===== config.mk =====
export PLATFORM = sky130hd
export DESIGN_NAME = msk_aes_rcon_seq_flat
export DESIGN_NICKNAME = d
export VERILOG_FILES = /design/src/rtl/msk_aes_rcon_seq_if.sv /design/src/rtl/msk_aes_rcon_seq.sv /design/src/flat_wrapper.sv
export SDC_FILE = /design/constraint.sdc
export NUM_CORES = 1
export LEC_CHECK = 0
export ABC_AREA = 1
export BUFFER_PORTS_ARGS = -buffer_cell sky130_fd_sc_hd__buf_2
export CAP_MARGIN = 25
export CORE_MARGIN = 2
export CORE_UTILIZATION = 55
export CTS_BUF_LIST = sky130_fd_sc_hd__clkbuf_4 sky130_fd_sc_hd__clkbuf_8
export CTS_CLUSTER_SIZE = 28
export DETAILED_ROUTE_END_ITERATION = 7
export PLACE_DENSITY = 0.84
export RECOVER_POWER = 100
export SETUP_SLACK_MARGIN = 0.1
export SLEW_MARGIN = 25
export SYNTH_ARGS = -nofsm -noshare
export SYNTH_HDL_FRONTEND = slang
export SYNTH_SLANG_ARGS = --single-unit

===== constraint.sdc =====
create_clock -name clk -period 2 [get_ports clk]
set_clock_uncertainty 0.2 [all_clocks]
set_input_delay 0.4 -clock clk [delete_from_list [all_inputs] [get_ports clk]]
set_output_delay 0.4 -clock clk [all_outputs]
set_load 0.05 [all_outputs]

===== src/rtl/msk_aes_rcon_seq_if.sv =====
// Bus bundle for msk_aes_rcon_seq: control inputs, rcon sharing and status outputs.
// The rnd share input exists only when MSKAES_RCON_RANDOM_MASK_EN is defined.
interface msk_aes_rcon_seq_if #(
    parameter int unsigned d = 2
);
    logic             start;
    logic             mode_192;
    logic             mode_256;
    logic             inverse;
    logic             step;
    logic             mask_rcon;
    logic [8*d-1:0]   sh_rcon;
    logic             busy;
    logic             last;
    logic             done;
    logic [3:0]       step_idx;
`ifdef MSKAES_RCON_RANDOM_MASK_EN
    logic [8*(d-1)-1:0] rnd;
`endif

    // Driver side (key-schedule controller / testbench).
    modport master (
        output start, mode_192, mode_256, inverse, step, mask_rcon,
`ifdef MSKAES_RCON_RANDOM_MASK_EN
        output rnd,
`endif
        input  sh_rcon, busy, last, done, step_idx
    );

    // Sequencer side.
    modport slave (
        input  start, mode_192, mode_256, inverse, step, mask_rcon,
`ifdef MSKAES_RCON_RANDOM_MASK_EN
        input  rnd,
`endif
        output sh_rcon, busy, last, done, step_idx
    );
endinterface


===== src/rtl/msk_aes_rcon_seq.sv =====
// Masked AES round-constant sequencer. Steps rcon forward (xtime) or backward
// (GF(2^8) halving) for AES-128/192/256 and presents it as a d-share, bit-sliced
// sharing: bit i of share s sits at sh_rcon[i*d + s].
// Optional feature macro: MSKAES_RCON_RANDOM_MASK_EN adds the rnd input and uses it
// for shares 1..d-1 (same bit-sliced layout with d-1 shares per bit).
module msk_aes_rcon_seq #(
    parameter int unsigned d = 2
) (
    input logic                  clk,
    input logic                  rst,
    msk_aes_rcon_seq_if.slave    bus
);

    typedef enum logic [1:0] {StIdle, StRun, StDone} state_e;

    state_e      state_q, state_d;
    logic [7:0]  rcon_q, rcon_d;
    logic [3:0]  idx_q, idx_d;
    logic        m192_q, m192_d;
    logic        m256_q, m256_d;
    logic        inv_q, inv_d;

    logic [3:0]  last_idx;
    logic [7:0]  rcon_init;
    logic [7:0]  rcon_fwd;
    logic [7:0]  rcon_bwd;
    logic [7:0]  v;

    // Index of the final rcon for the latched key size; mode_256 dominates.
    assign last_idx = m256_q ? 4'd6 : (m192_q ? 4'd7 : 4'd9);

    // Starting rcon: inverse runs begin at the last forward rcon of that key size.
    assign rcon_init = !bus.inverse ? 8'h01 :
                       bus.mode_256 ? 8'h40 :
                       bus.mode_192 ? 8'h80 : 8'h36;

    assign rcon_fwd = {rcon_q[6:0], 1'b0} ^ (rcon_q[7] ? 8'h1b : 8'h00);
    assign rcon_bwd = {1'b0, rcon_q[7:1]} ^ (rcon_q[0] ? 8'h8d : 8'h00);

    // State register with synchronous reset.
    always_ff @(posedge clk) begin
        if (rst) begin
            state_q <= StIdle;
            rcon_q  <= 8'h01;
            idx_q   <= 4'd0;
            m192_q  <= 1'b0;
            m256_q  <= 1'b0;
            inv_q   <= 1'b0;
        end else begin
            state_q <= state_d;
            rcon_q  <= rcon_d;
            idx_q   <= idx_d;
            m192_q  <= m192_d;
            m256_q  <= m256_d;
            inv_q   <= inv_d;
        end
    end

    // Next-state: start (any state) beats step; step only acts in RUN.
    always_comb begin
        state_d = state_q;
        rcon_d  = rcon_q;
        idx_d   = idx_q;
        m192_d  = m192_q;
        m256_d  = m256_q;
        inv_d   = inv_q;
        if (bus.start) begin
            state_d = StRun;
            rcon_d  = rcon_init;
            idx_d   = 4'd0;
            m192_d  = bus.mode_192;
            m256_d  = bus.mode_256;
            inv_d   = bus.inverse;
        end else if (bus.step && (state_q == StRun)) begin
            if (idx_q == last_idx) begin
                // Final step: hold rcon and index rather than wrapping.
                state_d = StDone;
            end else begin
                rcon_d = inv_q ? rcon_bwd : rcon_fwd;
                idx_d  = idx_q + 4'd1;
            end
        end
    end

    // Status outputs, purely from registers.
    always_comb begin
        bus.busy     = (state_q == StRun);
        bus.done     = (state_q == StDone);
        bus.last     = (state_q == StRun) && (idx_q == last_idx);
        bus.step_idx = idx_q;
    end

    // Unshared value and its bit-sliced sharing, combinational from mask_rcon.
    always_comb begin
        v           = ((state_q == StRun) && bus.mask_rcon) ? rcon_q : 8'h00;
        bus.sh_rcon = '0;
        for (int i = 0; i < 8; i++) begin
`ifdef MSKAES_RCON_RANDOM_MASK_EN
            bus.sh_rcon[i*d] = v[i] ^ (^bus.rnd[i*(d-1) +: (d-1)]);
            for (int s = 1; s < int'(d); s++) begin
                bus.sh_rcon[i*d + s] = bus.rnd[i*(d-1) + s - 1];
            end
`else
            bus.sh_rcon[i*d] = v[i];
`endif
        end
    end

endmodule

===== src/flat_wrapper.sv =====
// flat-port wrapper written by rule: the top's interface ports become plain ports
module msk_aes_rcon_seq_flat 
#(
    parameter int unsigned d = 2
)
  (clk, rst, bus_start, bus_mode_192, bus_mode_256, bus_inverse, bus_step, bus_mask_rcon, bus_sh_rcon, bus_busy, bus_last, bus_done, bus_step_idx);
  msk_aes_rcon_seq_if #(.d(d)) bus_i ();
  input logic clk;
  input logic rst;
  input wire logic [$bits(bus_i.start)-1:0] bus_start;
  input wire logic [$bits(bus_i.mode_192)-1:0] bus_mode_192;
  input wire logic [$bits(bus_i.mode_256)-1:0] bus_mode_256;
  input wire logic [$bits(bus_i.inverse)-1:0] bus_inverse;
  input wire logic [$bits(bus_i.step)-1:0] bus_step;
  input wire logic [$bits(bus_i.mask_rcon)-1:0] bus_mask_rcon;
  output wire logic [$bits(bus_i.sh_rcon)-1:0] bus_sh_rcon;
  output wire logic [$bits(bus_i.busy)-1:0] bus_busy;
  output wire logic [$bits(bus_i.last)-1:0] bus_last;
  output wire logic [$bits(bus_i.done)-1:0] bus_done;
  output wire logic [$bits(bus_i.step_idx)-1:0] bus_step_idx;
  assign bus_i.start = bus_start;
  assign bus_i.mode_192 = bus_mode_192;
  assign bus_i.mode_256 = bus_mode_256;
  assign bus_i.inverse = bus_inverse;
  assign bus_i.step = bus_step;
  assign bus_i.mask_rcon = bus_mask_rcon;
  assign bus_sh_rcon = bus_i.sh_rcon;
  assign bus_busy = bus_i.busy;
  assign bus_last = bus_i.last;
  assign bus_done = bus_i.done;
  assign bus_step_idx = bus_i.step_idx;
  msk_aes_rcon_seq #(.d(d)) u_core (.clk(clk), .rst(rst), .bus(bus_i));
endmodule

# After elaboration in Yosys (flattened, before gate mapping)
# Index checks and enable logic that the tools add are counted.
dict set report totals {
  ff_bits 17
  latchBits 0
  mem_bits_rw 0
  romBits 0
  memories 0
}
dict set report op_classes {
  add_sub_neg 1
  mul 0
  div_mod_pow 0
  n_lt_le_gt_ge 0
  n_eq_ne 4
  n_shift 0
  mux 15
  bitwise_logic 3
  reduce_logical 10
}
# cell n
set ops {}
lappend ops {{$mux W8} 9}
lappend ops {{$mux W4} 2}
lappend ops {{$reduce_and A2 Y1} 4}
lappend ops {{$xor A7 B8 Y8} 1}
lappend ops {{$xor A8 B8 Y8} 1}
lappend ops {{$mux W5} 1}
lappend ops {{$add A4 B1 Y4 const B} 1}
lappend ops {{$eq A4 B4 Y1} 1}
lappend ops {{$reduce_bool A2 Y1} 2}
lappend ops {{$logic_and A1 B1 Y1} 3}
lappend ops {{$mux W1} 3}
lappend ops {{$eq A2 B1 Y1 const B} 1}
lappend ops {{$eq A2 B2 Y1 const B} 1}
lappend ops {{$ne A2 B2 Y1 const B} 1}
lappend ops {{$reduce_or A2 Y1} 1}
lappend ops {{$not A1 Y1} 1}

# Depth between registers and ports, before layout
# Gate-level depths: netlist of the first run.
dict set report depth {
  word_depth 6
  ltp_mapped 9
  mapped_depth_nobuf 9
}

# Worst setup path before layout of the first run
# No wires, ideal clock.
dict set report synth_path {
  kind {reg2out}
  from {register u_core.idx_q[3] (netlist: u_core.bus.step_idx[3])}
  to {output port bus_last}
  arrival_ns 1.834
  required_ns 1.400
  slack_ns -0.434
  stages_incl_launch_ff 7
  path_cell_list {dfxtp_1 -> inv_1 -> nor2_1 -> nand3_1 -> nand2_2 -> nand2_2 -> nor2_1}
}
dict set report synth_between {
  elab_chain_len 2
}
# element line_no
set synth_lines {}
lappend synth_lines {{from (decl)} msk_aes_rcon_seq.sv:18} ;# logic [3:0] idx_q, idx_d;
lappend synth_lines {{from (signal assigned)} msk_aes_rcon_seq.sv:52} ;# idx_q <= idx_d;
lappend synth_lines {{$eq A4 B4 Y1} msk_aes_rcon_seq.sv:89} ;# bus.last = (state_q == StRun) && (idx_q == last_idx);
lappend synth_lines {{$logic_and A1 B1 Y1} msk_aes_rcon_seq.sv:89}
lappend synth_lines {{to (decl)} flat_wrapper.sv:18} ;# output wire logic [$bits(bus_i.last)-1:0] bus_last;
# Every way passes these cells.

# Final worst setup path of the first run
# Ends and elaborated chain as after synthesis.

==> impl_results.md, run 1 <==
- Status: complete, no violations
- Final ANT Viol Nets: 0
- FP Rows: 16
- Number of global-route vias before repair: 1043
- WHS: 192 ps
- Overflow after GRT: 0
- Cells after Synth: roughly 170
- Total number of H-tree levels: 1
- Root Driver: clkbuf_4
- DP HPWL: 1990 microns
- Compound-Gate Fraction of Synth Area: 12.5%
- Unique masters post-synth: 28
- Yosys top cell area share: 30.7%
- Max-cap viol count: 0
- Share of cells above drive strength 1: 29.8%
- DRC: 0
- Routed via count: about 1.3k
- #FFs+latches synth: 17
- CP Max Fanout: 4
- Lkg Pwr: 0.674 nW
- Crit end category: output port
- Post-synthesis mux area share: 0%
- Tmin final: 1960 ps
- Starting Density: 57.6%
- Reg clk slew, reported paths: 90 ps
- Largest net degree at the start of global routing: 10
- Hold Path Class: primary input to register
- Pre-antenna DRT Iters: 5
- Setup crit start kind: register
- Routed WL: approximately 2900 microns
- Vert. Die Dim: roughly 49 microns
- Worst-Skew Late Latency: 280 ps
- # hold bufs at CTS: 0
- FF-to-FF path depth: 12
- Main combinational cell family by area after synthesis: simple AND/OR/NAND/NOR gates
- Area Growth Syn to Fin: 30.5%
- Worst-margin pin slew: 602 ps
- Max Buffers Root-to-Sink: 2
- Setup TNS: 0 ps
- Req. time, crit path: 1400 ps
- RSZ-0062 raised after global routing: yes
- Crit path DAT: 1360 ps
- Wire length per cell: about 12 microns
- Min-Delay Path Depth: 3
- Critical path type: register to output port
- Slew Viols, Final: 0
- Via density: 5.33
- Synth Area in Simple Gates: 38.8%
- Synth warnings: 0
- Netlist Area Pre-Place: 1110 sq um
- CTS tree: yes
- XOR/XNOR Fraction of Synth Area: 2.37%
- First-pass GRT wire length: 4640 microns
- Antenna diodes: 0
- Synth area leader: dfxtp_1
- Avg Cell Area, Syn: 6.40 sq um
- Final setup viols: 0
- DRT iter0 DRCs: 58
- Slew headroom: 60.1%
- Core Area: 1920 sq um
- Hold Fails Final Rpt: 0
- FF+latch area: about 350 sq um
- Fill cells: 152
- Post-synthesis adder-cell area fraction: 1.13%
- IO Pins: 31
- Die footprint: 2390 sq um
- Worst vdd ir: 0.498 mV
- Final Core Density: 75.2%
- Port bufs: 22
- Clock sink count: 17
- Max Fclk: a little over 500 MHz
- Multi-input logic area: 697 sq um
- Pwr Density: ~560 nW/um^2
- Die width: 48.9 microns
- Initial antenna violation count: 0
- Sequential share of the synthesized area: 30.7%
- Post-route total power: 0.804 mW
- NumNets Final: 218
- GR Util All Layers: 24.0%
- Total CTS buffers: 3
- Area contributors post-synth: dfxtp_1, nor2_1, nand2_1
- Routability cong.: 0.887
- Period utilization: 98.1%
==> area by class of cell <==
type,count,share of cell area (%)
repair buffers,33,16.8
flip-flops and latches,17,24.4
multi-input cells,132,48.2
inverters,22,6.15
well taps,27,2.34
clock buffers,4,2.08
==> worst paths after layout <==
| check | end | slack [ps] | startpoint |
|---|---|---|---|
| worst min-delay path | u_core.m192_q | 190 | bus_mode_192 |
| worst max-delay path | bus_last | 40 | u_core.bus.step_idx[3] |
| worst max register to register | u_core.rcon_q[2] | 110 | u_core.m256_q |
| worst min register to register | u_core.state_q[0] | 290 | u_core.state_q[0] |
==> where the power goes <==
| group | total, mW | leakage (nW) | switching (mW) | internal [mW] |
|---|---|---|---|---|
| sequential | 0.376 | 0.143 | 0.0199 | 0.356 |
| combinational | 0.235 | 0.513 | 0.167 | 0.0683 |
| clock | 0.193 | 0.0184 | 0.102 | 0.0908 |
| total | 0.804 | 0.674 | 0.289 | 0.515 |
==> cell usage in the layout (no fill, tap or decap), drive strengths merged <==
master     n
ha         1
nand3b     1
clkinvlp   1
inv       20
nand4      2
o22ai      1
o21ai      8
xor2       2
xnor2      1
clkinv     1
a21oi     13
nand3     14
dfxtp     17
o221ai     1
clkbuf    14
a211oi     1
nand2     39
nor2      40
buf       23
conb       8
==> synthesized netlist by cell type, drive strengths merged <==
library cell,number
inv,21
a211oi,1
nand3b,1
conb,1
clkinv,1
nand2,39
nand4,2
o221ai,1
o22ai,1
a21oi,13
ha,1
buf,9
nand3,14
xor2,2
nor2,40
xnor2,1
o21ai,8
dfxtp,17
==> sequential cells by signal (all words and copies together), names as in the netlist <==
register and flops:
u_core.m192_q 1, u_core.bus.step_idx 4, u_core.rcon_q 8, u_core.state_q 2, u_core.m256_q 1, u_core.inv_q 1
==> layer usage <==
layer  vias to the layer above  GRT usage, %  wire, microns
li1                        602             -              -
met1                       554          34.6           1210
met2                        84          37.0           1380
met3                        12          4.29            304
met4                         0          6.19             48
met5                         -             0              0
==> critical path: stages, from the launching register on <==
cell and delay [ps]:
dfxtp_2 360, inv_1 60, nor2_1 100, nand3_1 120, nand2_2 130, nand2_4 80, nor2_4 80, buf_6 160
==> timing repair <==
action	CTS	global route
gates resized for setup	20	12
pin swaps	2	3
setup endpoints to repair	9	10
buffers inserted	4	6
==> logic make-up after synthesis <==
family | after synthesis
compound gates | 24
xor+xnor | 3
other cells | 1
buf+inv | 31
flops | 17
fa+ha+maj | 1
simple gates | 96
==> metrics by stage <==
step | setup slack (ps) | cell area (sq um) | std cells
finish | 38.8 | 1450 | 235
global route | -61.8 | 1450 | 235
CTS | 94.9 | 1420 | 229
detailed placement | 195 | 1310 | 221
global placement | 250 | 1310 | 221
floorplan | 109 | 1230 | 180
(Power assumes the default switching activity.)
==> run 2: changes to the inputs <==
--- a/config.mk
+++ b/config.mk
@@ -5,7 +5,7 @@
 export SDC_FILE = /design/constraint.sdc
 export NUM_CORES = 1
 export LEC_CHECK = 0
-export ABC_AREA = 1
+export ABC_AREA = 0
 export BUFFER_PORTS_ARGS = -buffer_cell sky130_fd_sc_hd__buf_2
 export CAP_MARGIN = 25
 export CORE_MARGIN = 2
@@ -13,10 +13,9 @@
 export CTS_BUF_LIST = sky130_fd_sc_hd__clkbuf_4 sky130_fd_sc_hd__clkbuf_8
 export CTS_CLUSTER_SIZE = 28
 export DETAILED_ROUTE_END_ITERATION = 7
-export PLACE_DENSITY = 0.84
+export PLACE_DENSITY = 0.83
 export RECOVER_POWER = 100
 export SETUP_SLACK_MARGIN = 0.1
-export SLEW_MARGIN = 25
 export SYNTH_ARGS = -nofsm -noshare
 export SYNTH_HDL_FRONTEND = slang
 export SYNTH_SLANG_ARGS = --single-unit
==> run 2 against run 1 <==
  * The flow now finishes with violations (setup timing)
  * Register-to-register slack better by 90 ps
  * Utilization fell by 2.4 points
  * Via count down 7.6%
  * Design area down 1.2%
  * Power shrank 1.8%
  * Maximum frequency decreased by 4.4%
  * Critical path type unchanged
  * Largest cell class unchanged
==> impl_results.md, run 2 <==
- Share of cells above drive strength 1: 39.2%
- #FFs+latches synth: 17
- Synth warnings: 0
- Worst vdd ir: 0.357 mV
- Tmin final: 2050 ps
- Crit path from: u_core.m256_q
- Critical path type: register to output port
- Hold Fails Final Rpt: 0
- CP peak stage delay: 380 ps
- Slew headroom: 60.7%
- Total number of H-tree levels: 1
- # hold bufs at CTS: 0
- Wire length per cell: 15.0 microns
- Final ANT Viol Nets: 0
- DP HPWL: 1930 microns
- Antenna diodes: 0
- Unique masters post-synth: 45
- Yosys top cell area share: 30.0%
- Routed WL: 2890 microns
- Worst-margin pin slew: 593 ps
- Commonest cells in the synthesized netlist: dfxtp_1, a21oi_1, nor2_1, and3_1, buf_4
- Number of global-route vias before repair: about 1.1k
- Lkg Pwr: approximately 0.64 nW
- Hold Path Class: primary input to register
- Max Fclk: slightly below 500 MHz
- Sequential share of the synthesized area: roughly 30%
- Slew Viols, Final: 0
- FF-to-FF path depth: 5
- Area Growth Syn to Fin: 25.9%
- Min-Delay Path Depth: 3
- Reg2reg start: u_core.m256_q
- Largest net degree at the start of global routing: 16
- Worst flop-to-flop path endpoint: u_core.rcon_q[3]
- IO Pins: 31
- Commonest non-fill, non-tap cell in the layout: buf_4
- Slowest cell on the critical path: dfxtp_4
- Pre-antenna DRT Iters: 4
- Crit path DAT: 1450 ps
- Port bufs: 22
- Post-synth top flop: dfxtp_1
- RSZ-0062 raised after global routing: yes
- Top-count cell post-synth: dfxtp_1
- Reg clk slew, reported paths: between 100 and 150 ps
- Placed Area: between 1000 and 1500 sq um
- Starting Density: 57.8%
- Max FFs per register: 8
- Post-route setup slack: -50.7 ps
- Setup TNS: -50.7 ps
- Status: finished with violations
- Max Buffers Root-to-Sink: 2
- Cells after Synth: 135
- Overflow after GRT: 0
- Avg Cell Area, Syn: 8.40 sq um
- Via density: 5.99
- Routability cong.: 0.941
- Initial antenna violation count: 0
- CTS tree: yes
- FF+latch area: around 360 sq um
- Crit end category: output port
- Netlist Area Pre-Place: 1130 sq um
- Routed via count: 1157
- Area contributors post-synth: dfxtp_1, a21oi_1, buf_4
- Multi-input logic area: 764 sq um
- First-pass GRT wire length: 4780 microns
- FP Rows: 16
- CP Max Fanout: 4
- Highest-count cells in the layout ignoring fill and taps: buf_4, a21oi_1, nor2_1, buf_2, dfxtp_1
- Root Driver: clkbuf_4
- Synth area leader: dfxtp_1
- CP Capture Point: bus_last
- Total CTS buffers: 3
- DRC: 0
- Core Area: 1960 sq um
- Most flops, register: u_core.rcon_q
- NumNets Final: 176
- CP cell instances: buf_6 > nand2b_4 > a211oi_4 > a21oi_2 > nor2b_4 > buf_6
- Pwr Density: 553 nW/um^2
- Final setup viols: 1
- DRT iter0 DRCs: 58
- Number of flops mapped to enable cells by yosys: 0
- Die footprint: 2440 sq um
- GR Util All Layers: 24.7%
- Setup crit start kind: register
- Worst-Skew Late Latency: around 290 ps
- Req. time, crit path: 1400 ps
- R2R setup slack: approximately 200 ps
- Crit path top cell by count: buf_6
- Vert. Die Dim: 49.4 microns
- Finished Cell Area: 1430 sq um
- Die width: 49.4 microns
- Failing checks: setup timing
- Clock sink count: 17
- Fill cells: 159
- Share of flip-flops with an asynchronous set or reset: 0%
- Period utilization: 103%
- Max-cap viol count: 0
[run 2: cell type report]
type / count / share of cell area [%]
Multi-Input combinational cell: 108 / 53.5
Tap cell: 27 / 2.37
Timing Repair Buffer: 34 / 16.0
Sequential cell: 17 / 25.2
Clock buffer: 4 / 2.10
Inverter: 3 / 0.789
[run 2: logic make-up after synthesis]
family / share of synthesized area (%)
adder cells (fa/ha/maj): 1.10
AND/OR/NAND/NOR: 23.8
XOR/XNOR: 4.64
multiplexers: 5.41
flip-flops: 30.0
buffers and inverters: 8.94
other: 0.331
AO/OA/AOI/OAI: 25.7
[run 2: per-stage QoR]
stage	worst slack [ps]	instances	power (mW)	utilization [%]	hold slack, ps
2_1_floorplan	125	142	0.543	-	254
3_3_place_gp	183	180	0.566	65.1	277
3_5_place_dp	140	180	0.571	65.1	283
4_1_cts	-51.7	190	0.780	70.5	176
5_1_grt	-117	193	0.824	72.8	199
6_report	-50.7	193	0.789	72.8	179
[run 2: power breakdown]
part	leakage [nW]	total (mW)	internal [mW]	switching (mW)
logic	0.481	0.210	0.0772	0.133
clock network	0.0184	0.205	0.0911	0.114
registers	0.144	0.375	0.353	0.0221
[run 2: worst min path at each step]
stage                                  from           endpoint  slack (ps)
after floorplan           u_core.state_q[1]  u_core.state_q[1]         250
after detailed placement  u_core.state_q[1]  u_core.state_q[1]         280
after global routing            bus_inverse       u_core.inv_q         200
final                           bus_inverse       u_core.inv_q         180
after global placement    u_core.state_q[1]  u_core.state_q[1]         280
after CTS                       bus_inverse       u_core.inv_q         180
[run 2: layer usage]
| metal | global-route usage, % | share of wire, % |
|---|---|---|
| met5 | 0 | 0 |
| met4 | 8.33 | 1.7 |
| met3 | 3.07 | 11 |
| met2 | 43.5 | 50 |
| met1 | 31.0 | 38 |
[run 2: what timing repair did]
item / in CTS / in global routing
gates resized for setup: 11 / 13
pin swaps: 1 / 2
setup buffers: 5 / 3
gates cloned: 1 / 0
setup endpoints to repair: 10 / 17
[run 2: worst max-delay path, delay by kind of cell (launching register included)]
kind,cells,cell delay [ps]
buffers and inverters,2,250
and+or+nand+nor,2,190
DFF,1,380
AOI/OAI and AO/OA,2,340
==> run 3: changes to the inputs <==
--- a/config.mk
+++ b/config.mk
@@ -14,7 +14,6 @@
 export CTS_CLUSTER_SIZE = 28
 export DETAILED_ROUTE_END_ITERATION = 7
 export PLACE_DENSITY = 0.83
-export RECOVER_POWER = 100
 export SETUP_SLACK_MARGIN = 0.1
 export SYNTH_ARGS = -nofsm -noshare
 export SYNTH_HDL_FRONTEND = slang
==> run 3 against run 2 <==
  * The run still ends with setup timing left
  * Sequential power barely moved
  * Largest power group unchanged
  * Critical path depth is the same
  * Combinational power is essentially flat
==> impl_results.md, run 3 (synthesis gave the netlist of run 2 again) <==
- Status: finished with violations
- Failing checks: setup timing
- DRC: 0
- Hold Path Class: primary input to register
- Fill cells: ~160
- Root Driver: clkbuf_4
- Routed WL: approximately 2900 microns
- Lkg Pwr: 0.650 nW
- IO Pins: 31
- Wire length per cell: 15.0 microns
- Routability cong.: 0.941
- Tmin final: 2050 ps
- Commonest non-fill, non-tap cell in the layout: buf_4
- R2R setup slack: 200 ps
- Number of global-route vias before repair: 1060
- Overflow after GRT: 0
- Req. time, crit path: 1400 ps
- Initial antenna violation count: 0
- Routed via count: ~1.2k
- Die width: 49.4 microns
- Via density: 5.97
- # hold bufs at CTS: 0
- GR Util All Layers: 24.7%
- Pwr Density: ~550 nW/um^2
- Final setup viols: 1
- Max FFs per register: 8
- NumNets Final: 176
- Port bufs: 22
- Largest net degree at the start of global routing: 16
- Highest-count cells in the layout ignoring fill and taps: buf_4, a21oi_1, buf_2
- Crit path DAT: around 1500 ps
- CP Max Fanout: 4
- Period utilization: 102%
- Final Non-Filler Cells: 193
- Area Growth Syn to Fin: 26.2%
- Max Buffers Root-to-Sink: 2
- First-pass GRT wire length: around 4800 microns
- Cells after DPL: 180
- Setup TNS: -47.8 ps
- FP Rows: 16
- Most flops, register: u_core.rcon_q
- Hold Fails Final Rpt: 0
- Reg clk slew, reported paths: 110 ps
- Placed Area: around 1300 sq um
- Antenna diodes: 0
- Post-route total power: 0.790 mW
- Finished Cell Area: 1430 sq um
- Pre-antenna DRT Iters: 4
- Share of cells above drive strength 1: 41.0%
- Crit end category: output port
- DRT iter0 DRCs: 57
- Die footprint: 2440 sq um
- Starting Density: a little under 60%
- Slew Viols, Final: 0
- Max-cap viol count: 0
- Clock sink count: 17
- Worst-Skew Late Latency: approximately 290 ps
- Worst vdd ir: 0.355 mV
- Total CTS buffers: 3
- Pre-CTS WS: 140 ps
- RSZ-0062 raised after global routing: yes
- DP HPWL: 1930 microns
- Final ANT Viol Nets: 0
- Total number of H-tree levels: 1
- Core Area: 1960 sq um
- Post-route setup slack: -47.8 ps
- Max Fclk: 488 MHz
- Critical path type: register to output port
- Vert. Die Dim: 49.4 microns
- CTS tree: yes
- Setup crit start kind: register
run 3: repair_timing:
action	in CTS	in global routing
endpoints found under the setup margin	10	17
pin swaps	1	2
resized for setup	11	13
cloned	1	0
setup buffers	5	3
run 3: area by class of cell:
cell class	count	area, sq um	share of cell area [%]
clock buffer	4	30.0	2.10
inverter	3	11.3	0.787
multi-input combinational	108	764	53.5
sequential	17	360	25.2
tap	27	33.8	2.36
timing repair buffer	34	230	16.1
run 3: final timing paths:
check	startpoint	to	depth (start not counted)
worst min-delay path	bus_inverse	u_core.inv_q	3
worst max-delay path	u_core.m256_q	bus_last	6
worst min register to register	u_core.m192_q	u_core.m192_q	2
worst max register to register	u_core.m256_q	u_core.rcon_q[3]	5
run 3: report_power, final:
group / leakage [nW] / internal (mW) / switching [mW] / total (mW)
Sequential: 0.144 / 0.353 / 0.0220 / 0.375
Combinational: 0.487 / 0.0777 / 0.133 / 0.211
Clock: 0.0184 / 0.0911 / 0.114 / 0.205
Total: 0.650 / 0.522 / 0.268 / 0.790
run 3: layer usage:
metal  wire length, microns  vias up  global-route usage (%)
li1                       -      543                       -
met1                   1150      532                    31.0
met2                   1440       72                    43.5
met3                    250        6                    3.07
met4                     46        0                    8.33
met5                      0        -                       0
run 3: metrics by stage:
step	hold slack (ps)	util [%]
after floorplan	254	-
after global placement	277	65.1
after detailed placement	283	65.1
after CTS	176	70.5
after global routing	199	72.9
final	178	72.9
run 3: critical path, cell delays in order (launching register included):
cell	delay, ps
dfxtp_4	380
buf_6	100
nand2b_4	70
a211oi_4	260
a21oi_2	80
nor2b_4	120
buf_6	150
